===== config.mk =====
export PLATFORM = sky130hd
export DESIGN_NAME = field_sink
export DESIGN_NICKNAME = d
export VERILOG_FILES = /design/src/rtl/field_sink.sv
export SDC_FILE = /design/constraint.sdc
export NUM_CORES = 1
export LEC_CHECK = 0
export ABC_CLOCK_PERIOD_IN_PS = 6400
export BUFFER_PORTS_ARGS = -buffer_cell sky130_fd_sc_hd__buf_2
export CORE_MARGIN = 2
export CORE_UTILIZATION = 34
export DETAILED_ROUTE_END_ITERATION = 7
export HOLD_SLACK_MARGIN = 0.1
export PLACE_DENSITY = 0.56
export SKIP_LAST_GASP = 1
export SYNTH_ARGS = -nofsm -noshare
export SYNTH_HDL_FRONTEND = slang
export SYNTH_SLANG_ARGS = --single-unit

===== constraint.sdc =====
create_clock -name clock -period 6.4 [get_ports clock]
set_input_delay 0.32 -clock clock [delete_from_list [all_inputs] [get_ports clock]]
set_output_delay 0.32 -clock clock [all_outputs]
set_load 0.02 [all_outputs]

===== src/rtl/field_sink.sv =====
// Deinterlacer input stage: decodes the Avalon-ST control packet and writes
// successive video lines into a ping-pong pair of line buffers.
module field_sink #(
  parameter int unsigned DATA_WIDTH  = 8,
  parameter int unsigned WIDTH       = 640,
  parameter int unsigned HALF_HEIGHT = 240
) (
  input  logic                  clock,
  input  logic                  reset,
  input  logic [DATA_WIDTH-1:0] din_data,
  input  logic                  din_valid,
  output logic                  din_ready,
  input  logic                  din_startofpacket,
  input  logic                  din_endofpacket,
  output logic                  wr_req0,
  output logic                  wr_req1,
  output logic [DATA_WIDTH-1:0] d0,
  output logic [DATA_WIDTH-1:0] d1,
  input  logic                  full0,
  input  logic                  full1,
  output logic                  ready_to_continue,
  input  logic                  aver_sent,
  output logic [15:0]           ctrl_width,
  output logic [15:0]           ctrl_height,
  output logic                  frame_error
);

  localparam int unsigned PW = (WIDTH > 1) ? $clog2(WIDTH) : 1;
  localparam int unsigned LW = (HALF_HEIGHT > 1) ? $clog2(HALF_HEIGHT) : 1;

  typedef enum logic [2:0] {S_IDLE, S_CTRL, S_WAIT, S_FILL, S_DONE, S_SKIP} state_t;

  state_t                state_q, state_d;
  logic                  target_q, target_d;
  logic [LW-1:0]         line_q, line_d;
  logic [PW-1:0]         pix_q, pix_d;
  logic [3:0]            cidx_q, cidx_d;
  logic [15:0]           cw_q, cw_d, ch_q, ch_d;
  logic                  fe_q, fe_d, rtc_q, rtc_d, aver_q;
  logic                  wr0_q, wr0_d, wr1_q, wr1_d;
  logic [DATA_WIDTH-1:0] d0_q, d0_d, d1_q, d1_d;
  logic                  ready_int, beat, full_tgt, full_nxt, aver_rise;

  assign full_tgt  = target_q ? full1 : full0;
  assign full_nxt  = target_q ? full0 : full1;
  assign aver_rise = aver_sent & ~aver_q;
  assign beat      = din_valid & ready_int;

  always_comb begin
    case (state_q)
      S_IDLE, S_CTRL, S_SKIP: ready_int = 1'b1;
      S_FILL:                 ready_int = ~full_tgt;
      default:                ready_int = 1'b0;
    endcase
  end

  // Gated by reset so every output reads 0 while reset is held.
  assign din_ready = ready_int & ~reset;

  always_comb begin
    state_d  = state_q;
    target_d = target_q;
    line_d   = line_q;
    pix_d    = pix_q;
    cidx_d   = cidx_q;
    cw_d     = cw_q;
    ch_d     = ch_q;
    fe_d     = fe_q;
    rtc_d    = rtc_q;
    wr0_d    = 1'b0;
    wr1_d    = 1'b0;
    d0_d     = d0_q;
    d1_d     = d1_q;
    if (aver_rise) rtc_d = 1'b0;
    case (state_q)
      S_IDLE: if (beat && din_startofpacket) begin
        if (din_data[3:0] == 4'hF) begin
          if (din_endofpacket) fe_d = 1'b1;
          else begin state_d = S_CTRL; cidx_d = 4'd1; end
        end else if (din_data[3:0] == 4'h0) begin
          if (din_endofpacket) fe_d = 1'b1;
          else state_d = S_WAIT;
        end else if (!din_endofpacket) begin
          state_d = S_SKIP;
        end
      end
      S_CTRL: if (beat) begin
        if (cidx_q >= 4'd1 && cidx_q <= 4'd4) cw_d = {cw_q[11:0], din_data[3:0]};
        if (cidx_q >= 4'd5 && cidx_q <= 4'd8) ch_d = {ch_q[11:0], din_data[3:0]};
        cidx_d = cidx_q + 4'd1;
        if (din_endofpacket) begin
          state_d = S_IDLE;
          if (cidx_q != 4'd9 || cw_q != 16'(WIDTH) || ch_q != 16'(HALF_HEIGHT)) fe_d = 1'b1;
        end else if (cidx_q == 4'd9) begin
          fe_d    = 1'b1;
          state_d = S_SKIP;
        end
      end
      S_WAIT: if (!full_tgt) begin
        state_d = S_FILL;
        rtc_d   = 1'b0;
      end
      S_FILL: if (beat) begin
        if (target_q) begin wr1_d = 1'b1; d1_d = din_data; end
        else          begin wr0_d = 1'b1; d0_d = din_data; end
        if (pix_q == PW'(WIDTH - 1)) begin
          pix_d = '0;
          if (line_q == LW'(HALF_HEIGHT - 1)) begin
            line_d   = '0;
            target_d = 1'b0;
            if (din_endofpacket) begin state_d = S_DONE; rtc_d = 1'b1; end
            else begin state_d = S_SKIP; fe_d = 1'b1; rtc_d = 1'b0; end
          end else if (din_endofpacket) begin
            state_d = S_IDLE; fe_d = 1'b1; line_d = '0; target_d = 1'b0; rtc_d = 1'b0;
          end else begin
            state_d  = S_WAIT;
            line_d   = line_q + LW'(1);
            target_d = ~target_q;
            rtc_d    = full_nxt;
          end
        end else begin
          pix_d = pix_q + PW'(1);
          if (din_endofpacket) begin
            state_d = S_IDLE; fe_d = 1'b1; pix_d = '0; line_d = '0; target_d = 1'b0; rtc_d = 1'b0;
          end
        end
      end
      S_DONE: begin
        rtc_d = 1'b1;
        if (aver_rise || (!full0 && !full1)) begin state_d = S_IDLE; rtc_d = 1'b0; end
      end
      S_SKIP: if (beat && din_endofpacket) state_d = S_IDLE;
      default: state_d = S_IDLE;
    endcase
  end

  always_ff @(posedge clock or posedge reset) begin
    if (reset) begin
      state_q  <= S_IDLE;
      target_q <= 1'b0;
      line_q   <= '0;
      pix_q    <= '0;
      cidx_q   <= '0;
      cw_q     <= '0;
      ch_q     <= '0;
      fe_q     <= 1'b0;
      rtc_q    <= 1'b0;
      aver_q   <= 1'b0;
      wr0_q    <= 1'b0;
      wr1_q    <= 1'b0;
      d0_q     <= '0;
      d1_q     <= '0;
    end else begin
      state_q  <= state_d;
      target_q <= target_d;
      line_q   <= line_d;
      pix_q    <= pix_d;
      cidx_q   <= cidx_d;
      cw_q     <= cw_d;
      ch_q     <= ch_d;
      fe_q     <= fe_d;
      rtc_q    <= rtc_d;
      aver_q   <= aver_sent;
      wr0_q    <= wr0_d;
      wr1_q    <= wr1_d;
      d0_q     <= d0_d;
      d1_q     <= d1_d;
    end
  end

  assign wr_req0           = wr0_q;
  assign wr_req1           = wr1_q;
  assign d0                = d0_q;
  assign d1                = d1_q;
  assign ready_to_continue = rtc_q;
  assign ctrl_width        = cw_q;
  assign ctrl_height       = ch_q;
  assign frame_error       = fe_q;

endmodule


==> summary.md, run 1 <==
| Metric | Value |
|---|---|
| Routability cong. | `around 0.79` |
| DIE AREA | `12,300 µm²` |
| Final setup fails | `0` |
| Fin. Hold Viols | `0` |
| Synth Area in Simple Gates | `16.4%` |
| TritonCTS Sinks | `between 70 and 80` |
| Total global-route track usage | `between 10 and 15%` |
| Clk slew on worst S/H paths | `~60 ps` |
| Syn Area/Cell | `roughly 12 µm²` |
| Critical path data arrival time | `between 2000 and 3000 ps` |
| Fin Setup TNS | `0 ps` |
| Synth Area in XOR/XNOR | `less than 1%` |
| Reg2Reg Setup Slack | `between 3000 and 4000 ps` |
| MaxCap Viol Count | `0` |
| Synth top area share | `around half` |
| CP Class | `reg2reg` |
| Area occupied by multi-input gates | `~1800 µm²` |
| DP Area | `roughly 4300 µm²` |
| Die width | `roughly 110 µm` |
| Synth Register Bits | `roughly 80` |
| Die Ht | `about 110 µm` |
| Final Routed Wirelength | `about 8.7 mm` |
| Cells after synthesis | `around 340` |
| Run status | `finished, final reports clean` |
| Synth Net Count | `360` |
| Place WS | `3910 ps` |
| Rows | `39` |
| Post-synthesis sequential area ratio | `50.8%` |
| I/O Buffers | `just under 70` |
| Initial DRC Count | `~190` |
| Rel. slew slack | `between 10% and 20%` |
| Reg-to-Reg End | `ctrl_width[3]` |
| Synth cell types | `62` |
| Pin count of the biggest net entering global routing | `80` |
| DR pass1 iterations | `4` |
| Worst-path maximum fanout | `16` |
| Number of diodes | `0` |
| RSZ-0062 raised after global routing | `false` |
| # fillers | `approximately 1,100` |
| Routed Antenna Nets | `0` |
| Worst-Skew Late Latency | `330 ps` |
| Final max-slew violation count | `0` |
| Routed vias | `2,893` |
| Num ports | `69` |
| Area growth, synth to finish | `19.0%` |
| CTS tree | `done` |
| CP max stage cell | `nor3_2` |
| Mux cell area share after synthesis | `15.3%` |
| Storage element area | `approximately 2000 µm²` |
| DR WL/cell | `roughly 16 µm` |
| Top cells by area, synth | `dfrtp_1 51%, mux2_2 14%, o21ai_0 2.4%` |
| Critical path's largest stage delay | `between 900 and 1000 ps` |
| Number of remaining DRC errors | `0` |
| Post-Syn Area | `between 3000 and 4000 µm²` |
| Main synth FF type | `dfrtp_1` |
| Commonest non-fill, non-tap cell in the layout | `dfrtp_1` |
| Final cycle utilization of the critical path | `39.1%` |
| H-Tree Depth | `3` |
| Vias in the first global route | `2,869` |
| Worst Hold Class | `in2reg` |
| CTS buffer count | `9` |
| DP HPWL | `roughly 6.1 mm` |
| R2r startpoint | `cidx_q[0]` |
| Worst slew pin tran | `~1200 ps` |
| First-pass GRT wire length | `roughly 15 mm` |
| Peak VDD IR | `between 0.0003 and 0.0004 V` |
| Layout cells sized above 1 | `between 30% and 40%` |
| Finished Cell Area | `4640 µm²` |
| Fmax | `around 400 MHz` |
| Total core area | `~11,000 µm²` |
| Fin Clk Skew | `7.01 ps` |
| Nets@finish | `425` |
| Power per cell area | `437 nW/µm²` |
| CTS Root Cell | `clkbuf_16` |
| Beginning of the critical path | `cidx_q[0]` |
| Total power | `slightly above 2 mW` |
| Starting density of the core | `approximately a third` |
| Ys Warns | `0` |
| Vias/cell | `between 5 and 6` |
| P_leak | `roughly 2.2 nW` |
| Largest family of logic cells by synthesized area | `simple AND/OR/NAND/NOR gates` |
| Data required, critical path | `around 6600 ps` |
| Post-synth EDFFs | `0` |
| Total gr overflow | `0` |
| Crit path cell chain | `inv_1 > ha_1 > nor2b_1 > nor2_1 > a21oi_1 > nor3_2 > mux2_2` |
| Adder-cell share of the synthesized area | `1.93%` |
| CP Capture Type | `flop` |
| Initial antenna violation count | `0` |
| Reg2reg path depth | `7` |
| Startpoint types | `flop` |
| Final worst-path setup slack | `just under 4000 ps` |
| Ys async rst share | `100%` |
| Min Tclk post-route | `2500 ps` |
| Area leader, netlist | `dfrtp_1` |
| Setup crit end | `ctrl_width[3]` |
| Most frequent cells in the layout | `79 x dfrtp_1, 68 x buf_2, 48 x mux2_2, 23 x nand2_1, 19 x o21ai_0` |
| CTS max path bufs | `2` |
| Post-synthesis compound-gate area fraction | `around 12%` |
## sequential cells by signal, indices dropped and copies added (netlist names), 3 cells and up
signal and cells:
ctrl_height 16, ctrl_width 16, pix_q 10, d0 8, d1 8, line_q 8, cidx_q 4, state_q 3
## layout make-up
cell class / count / area share (%)
Clock buffer: 12 / 5.53
Clock inverter: 3 / 0.917
Inverter: 10 / 0.836
Multi-Input combinational cell: 233 / 38.5
Sequential cell: 79 / 42.6
Tap cell: 143 / 3.86
Timing Repair Buffer: 70 / 7.72
## kinds of logic (layout without fill, tap and decap cells)
kind of cell,after synthesis,in the layout
AND/OR/NAND/NOR,107,107
flip-flops,79,79
AO/OA/AOI/OAI,64,64
multiplexers,53,53
buffers and inverters,26,95
adder cells (fa/ha/maj),6,6
XOR/XNOR,3,3
## power by group
group          internal, mW  total (mW)  switching [mW]  leakage [nW]
Combinational         0.300       0.692           0.392          1.05
Sequential            0.646       0.824           0.178          1.04
Clock                 0.321       0.512           0.192         0.145
Total                  1.27        2.03           0.762          2.24
## how the worst min path moves through the flow
stage | cells after the start | from | to | slack (ps)
after floorplan | 0 | aver_sent | aver_q | 350
after global placement | 2 | frame_error | frame_error | 450
after detailed placement | 1 | aver_sent | aver_q | 450
after CTS | 2 | din_data[7] | d1[7] | 220
after global routing | 2 | din_data[7] | d1[7] | 220
final | 2 | din_data[5] | d0[5] | 230
## through the flow
step	util, %	hold WS [ps]	cells
after global routing	41.0	223	550
after global placement	38.2	452	534
after CTS	41.0	220	550
final	41.0	233	550
after detailed placement	38.2	449	534
after floorplan	-	351	338
## per-layer routing
metal / wire, µm / track usage, % / share of wire (%) / vias up
met5: 0 / 0 / 0 / -
met4: 110 / 5.76 / 1.3 / 0
met3: 347 / 3.72 / 4.0 / 9
met2: 4030 / 22.1 / 46 / 57
met1: 4240 / 20.1 / 49 / 1445
li1: - / - / - / 1382
## worst max-delay path: cells and delay by family, from the launching register on
| kind | cells | cell delay, ps |
|---|---|---|
| fa+ha+maj | 1 | 190 |
| compound gates | 1 | 60 |
| flops | 1 | 420 |
| mux | 1 | 430 |
| buf+inv | 1 | 90 |
| simple gates | 3 | 1190 |
## synthesized netlist by cell type, types with 4 or more instances
cell and n:
a21oi_1 7, a31oi_1 5, and3_1 6, buf_2 4, buf_4 4, clkbuf_1 5, dfrtp_1 79, ha_1 6
inv_1 10, mux2_2 48, mux2i_1 4, nand2_1 23, nand3_1 13, nand4_1 7, nor2_1 13, nor3_1 4
nor4_1 8, nor4b_1 4, o21ai_0 19, o31ai_1 5
## timing repair
action                    in CTS  in global routing
hold buffers                   1                  0
buffers inserted               0                  0
hold endpoints to repair       1                  0
resized for setup              0                  0
Power figures use the tool's default switching activity.
==> run 2: changes to the inputs <==
- ABC_AREA: unset -> 1
- ABC_CLOCK_PERIOD_IN_PS: 6400 -> 2600
- clock period: 6.4 -> 2.6 ns (I/O delays scaled with it)
==> run 2 against run 1 <==
Die area grew 3.3%. Design area grew 4.0%. Synthesized cell count up 51%. Core utilization grew 1.1 points. Final cell count is 33% higher. Critical path depth grew 1. Register-to-register slack lost 3500 ps. Routed wire length is 9.9% higher. Area after synthesis rose by 3.4%. Power rose to 2.6 times the previous value. First-iteration DRC count down 19%. Sequential share of layout area decreased by 1.6 points.
==> summary.md, run 2 <==
| Metric | Value |
|---|---|
| Rel. slew slack | `57.8% (+40 points)` |
| Critical path's largest stage delay | `500 ps (-470 ps)` |
| Number of diodes | `0 (unchanged)` |
| Vias in the first global route | `3,314 (+16%)` |
| Post-synthesis sequential area ratio | `49.1% (-1.7 points)` |
| Final Routed Wirelength | `9.59 mm (+9.9%)` |
| MaxCap Viol Count | `0 (unchanged)` |
| Die width | `113 µm (+1.6%)` |
| Storage element area | `1980 µm² (unchanged)` |
| CP max stage cell | `a211oi_1` |
| Critical path data arrival time | `2430 ps (-280 ps)` |
| Routed vias | `3,493 (+21%)` |
| Main synth FF type | `dfrtp_1` |
| CP Capture Type | `flop` |
| Routed Antenna Nets | `0 (unchanged)` |
| Hold Startpoint | `din_data[1]` |
| Post-Syn Area | `4030 µm² (+3.4%)` |
| Post-CTS Hold Buffers | `6 (+5)` |
| Ys Warns | `0 (unchanged)` |
| # fillers | `1,158 (+4.5%)` |
| Setup crit end | `ctrl_width[4]` |
| Clk slew on worst S/H paths | `60 ps (about the same)` |
| Worst Hold Class | `in2reg` |
| Number of remaining DRC errors | `0 (unchanged)` |
| DR pass1 iterations | `4 (unchanged)` |
| Reg2Reg Setup Slack | `370 ps (-3520 ps)` |
| P_leak | `2.60 nW (+16%)` |
| CTS tree | `done` |
| Post-route insts no fill | `734 (+33%)` |
| Nets@finish | `610 (+44%)` |
| Placed cells | `714 (+34%)` |
| RSZ-0062 raised after global routing | `false` |
| Power per cell area | `1110 nW/µm² (+150%)` |
| DIE AREA | `12,700 µm² (+3.3%)` |
| Layout cells sized above 1 | `18.3% (-20 points)` |
| Total global-route track usage | `15.9% (+1.3 points)` |
| Synth Net Count | `533 (+48%)` |
| CTS Root Cell | `clkbuf_16` |
| CTS buffer count | `9 (unchanged)` |
| Rows | `39 (unchanged)` |
| H-Tree Depth | `3 (unchanged)` |
| Post-synth EDFFs | `0 (unchanged)` |
| Reg power frac | `37.7% (-2.9 points)` |
| Min Tclk post-route | `2230 ps (-275 ps)` |
| Finished Cell Area | `4820 µm² (+4.0%)` |
| Worst-path maximum fanout | `29 (+13)` |
| Final max-slew violation count | `0 (unchanged)` |
| Hold path depth | `3 (+1)` |
| First-pass GRT wire length | `16.2 mm (+11%)` |
| Area leader, netlist | `dfrtp_1` |
| Initial DRC Count | `153 (-19%)` |
| Synth cell types | `33 (-47%)` |
| Fin. Hold Viols | `0 (unchanged)` |
| DP HPWL | `7.04 mm (+15%)` |
| Worst-Skew Late Latency | `340 ps (about the same)` |
| Logic pwr share | `41.3% (+7.2 points)` |
| Final cycle utilization of the critical path | `85.7% (+47 points)` |
| Area occupied by multi-input gates | `1730 µm² (-2.9%)` |
| Data required, critical path | `2800 ps (-3810 ps)` |
| Final setup fails | `0 (unchanged)` |
| Net Sw Frac | `44.1% (+6.5 points)` |
| Commonest non-fill, non-tap cell in the layout | `nand2_1` |
| Peak VDD IR | `0.000639 V (+100%)` |
| Net Sw Power | `2.36 mW (+210%)` |
| I/O Buffers | `68 (unchanged)` |
| Ys async rst share | `100% (unchanged)` |
| DP Area | `4500 µm² (+4.0%)` |
| Total gr overflow | `0 (unchanged)` |
| DR WL/cell | `13.1 µm (-18%)` |
| Run status | `finished, final reports clean` |
| Vias/cell | `4.76 (-9.5%)` |
| Clk pwr share | `21.1% (-4.2 points)` |
| Reg-to-Reg End | `ctrl_width[4]` |
| CTS max path bufs | `2 (unchanged)` |
| Routability cong. | `0.878 (+11%)` |
| Synth Register Bits | `79 (unchanged)` |
| Most frequent cell after synthesis | `nand2_1` |
| Num ports | `69 (unchanged)` |
| R2r startpoint | `cidx_q[0]` |
| CTS resizes | `0 (unchanged)` |
| Most frequent cells in the layout | `136 x nand2_1, 79 x dfrtp_1, 68 x buf_2, 61 x nor2_1, 60 x inv_1` |
| Fin Setup TNS | `0 ps (unchanged)` |
| Area growth, synth to finish | `19.7%` |
| Starting density of the core | `35.1% (+0.72 points)` |
| Total core area | `11,500 µm² (+1.3%)` |
| Crit path cell chain | `inv_1 > ha_1 > inv_1 > nor2_1 > a211oi_1 > nand2_2 > nor2_1 > a21oi_2` |
| Top cells by area, synth | `dfrtp_1 49%, nand2_1 13%, o21ai_0 5.8%` |
| Commonest cells post-synth | `136 x nand2_1, 79 x dfrtp_1, 61 x inv_1, 61 x nor2_1, 47 x o21ai_0` |
| Startpoint types | `flop` |
| Cells after synthesis | `511 (+51%)` |
| Fmax | `449 MHz (+12%)` |
| TritonCTS Sinks | `79 (unchanged)` |
| Synth top area share | `49.1% (-1.7 points)` |
| CP Class | `reg2reg` |
| Number of post-CTS setup repair buffers | `0 (unchanged)` |
| Worst slew pin tran | `627 ps (-598 ps)` |
| Fin Clk Skew | `8.36 ps (+1.36 ps)` |
| Initial antenna violation count | `0 (unchanged)` |
| Pin count of the biggest net entering global routing | `67 (-16%)` |
| Die Ht | `113 µm (+1.6%)` |
| Reg2reg path depth | `8 (+1)` |
| Int Pwr | `2.99 mW (+140%)` |
| Beginning of the critical path | `cidx_q[0]` |
| Syn Area/Cell | `7.88 µm² (-32%)` |
==> run 2: cell types whose count changed after synthesis, sizes merged, moves of 4 or more <==
cell and change:
and3 -6, nor4 -9, nor4b -4, nor2 +48
mux2 -49, o21ai +31, nand2 +117, a21oi +15
nand3 +29, mux2i -4, inv +52
==> run 2: cells by family after synthesis <==
logic type,Yosys count,synth area share [%]
fa+ha+maj,6,1.86
compound gates,87,12.4
flops,79,49.1
buf+inv,73,7.86
simple gates,262,27.9
xor+xnor,4,0.870
==> run 2: metrics by stage <==
stage	worst slack (ps)	hold WS, ps	power (mW)	util, %
2_1_floorplan	447	161	3.56	-
3_3_place_gp	518	97.0	4.21	39.2
3_5_place_dp	417	96.3	4.24	39.2
4_1_cts	395	168	5.40	42.0
5_1_grt	158	178	5.81	42.0
6_report	372	166	5.35	42.0
==> run 2: metal layers <==
layer  vias up  global-route usage [%]  share of wire (%)
li1       1800                       -                  -
met1      1622                    21.9                 49
met2        63                    24.6                 46
met3         8                    3.59                3.7
met4         0                    5.85                1.4
met5         -                       0                  0
==> run 2: critical path: cells and delay by family (launching register included) <==
kind | cells | cell delay [ps]
buffers and inverters | 2 | 140
and+or+nand+nor | 3 | 760
adders and majority gates | 1 | 210
DFF | 1 | 430
AOI/OAI and AO/OA | 2 | 550
==> run 2: how the worst min path moves through the flow <==
stage / endpoint / slack [ps]
after floorplan: aver_q / 160
after global placement: line_q[0] / 100
after detailed placement: line_q[0] / 100
after CTS: ctrl_width[0] / 170
after global routing: ctrl_width[1] / 180
final: ctrl_width[1] / 170
==> run 2: final cells by class <==
class | count | share of cell area, %
multi-input combinational | 359 | 36.0
clock inverter | 5 | 0.753
timing repair buffer | 77 | 9.03
sequential | 79 | 41.0
tap | 143 | 3.71
inverter | 62 | 4.85
clock buffer | 9 | 4.67
==> run 2: power groups by stage <==
stage | Sequential, mW | Combinational (mW) | Clock [mW]
after global placement | 2.03 | 2.18 | 0
final | 2.02 | 2.21 | 1.13
after global routing | 2.08 | 2.50 | 1.23
after floorplan | 2.32 | 1.23 | 0
after CTS | 2.02 | 2.22 | 1.16
after detailed placement | 2.03 | 2.21 | 0
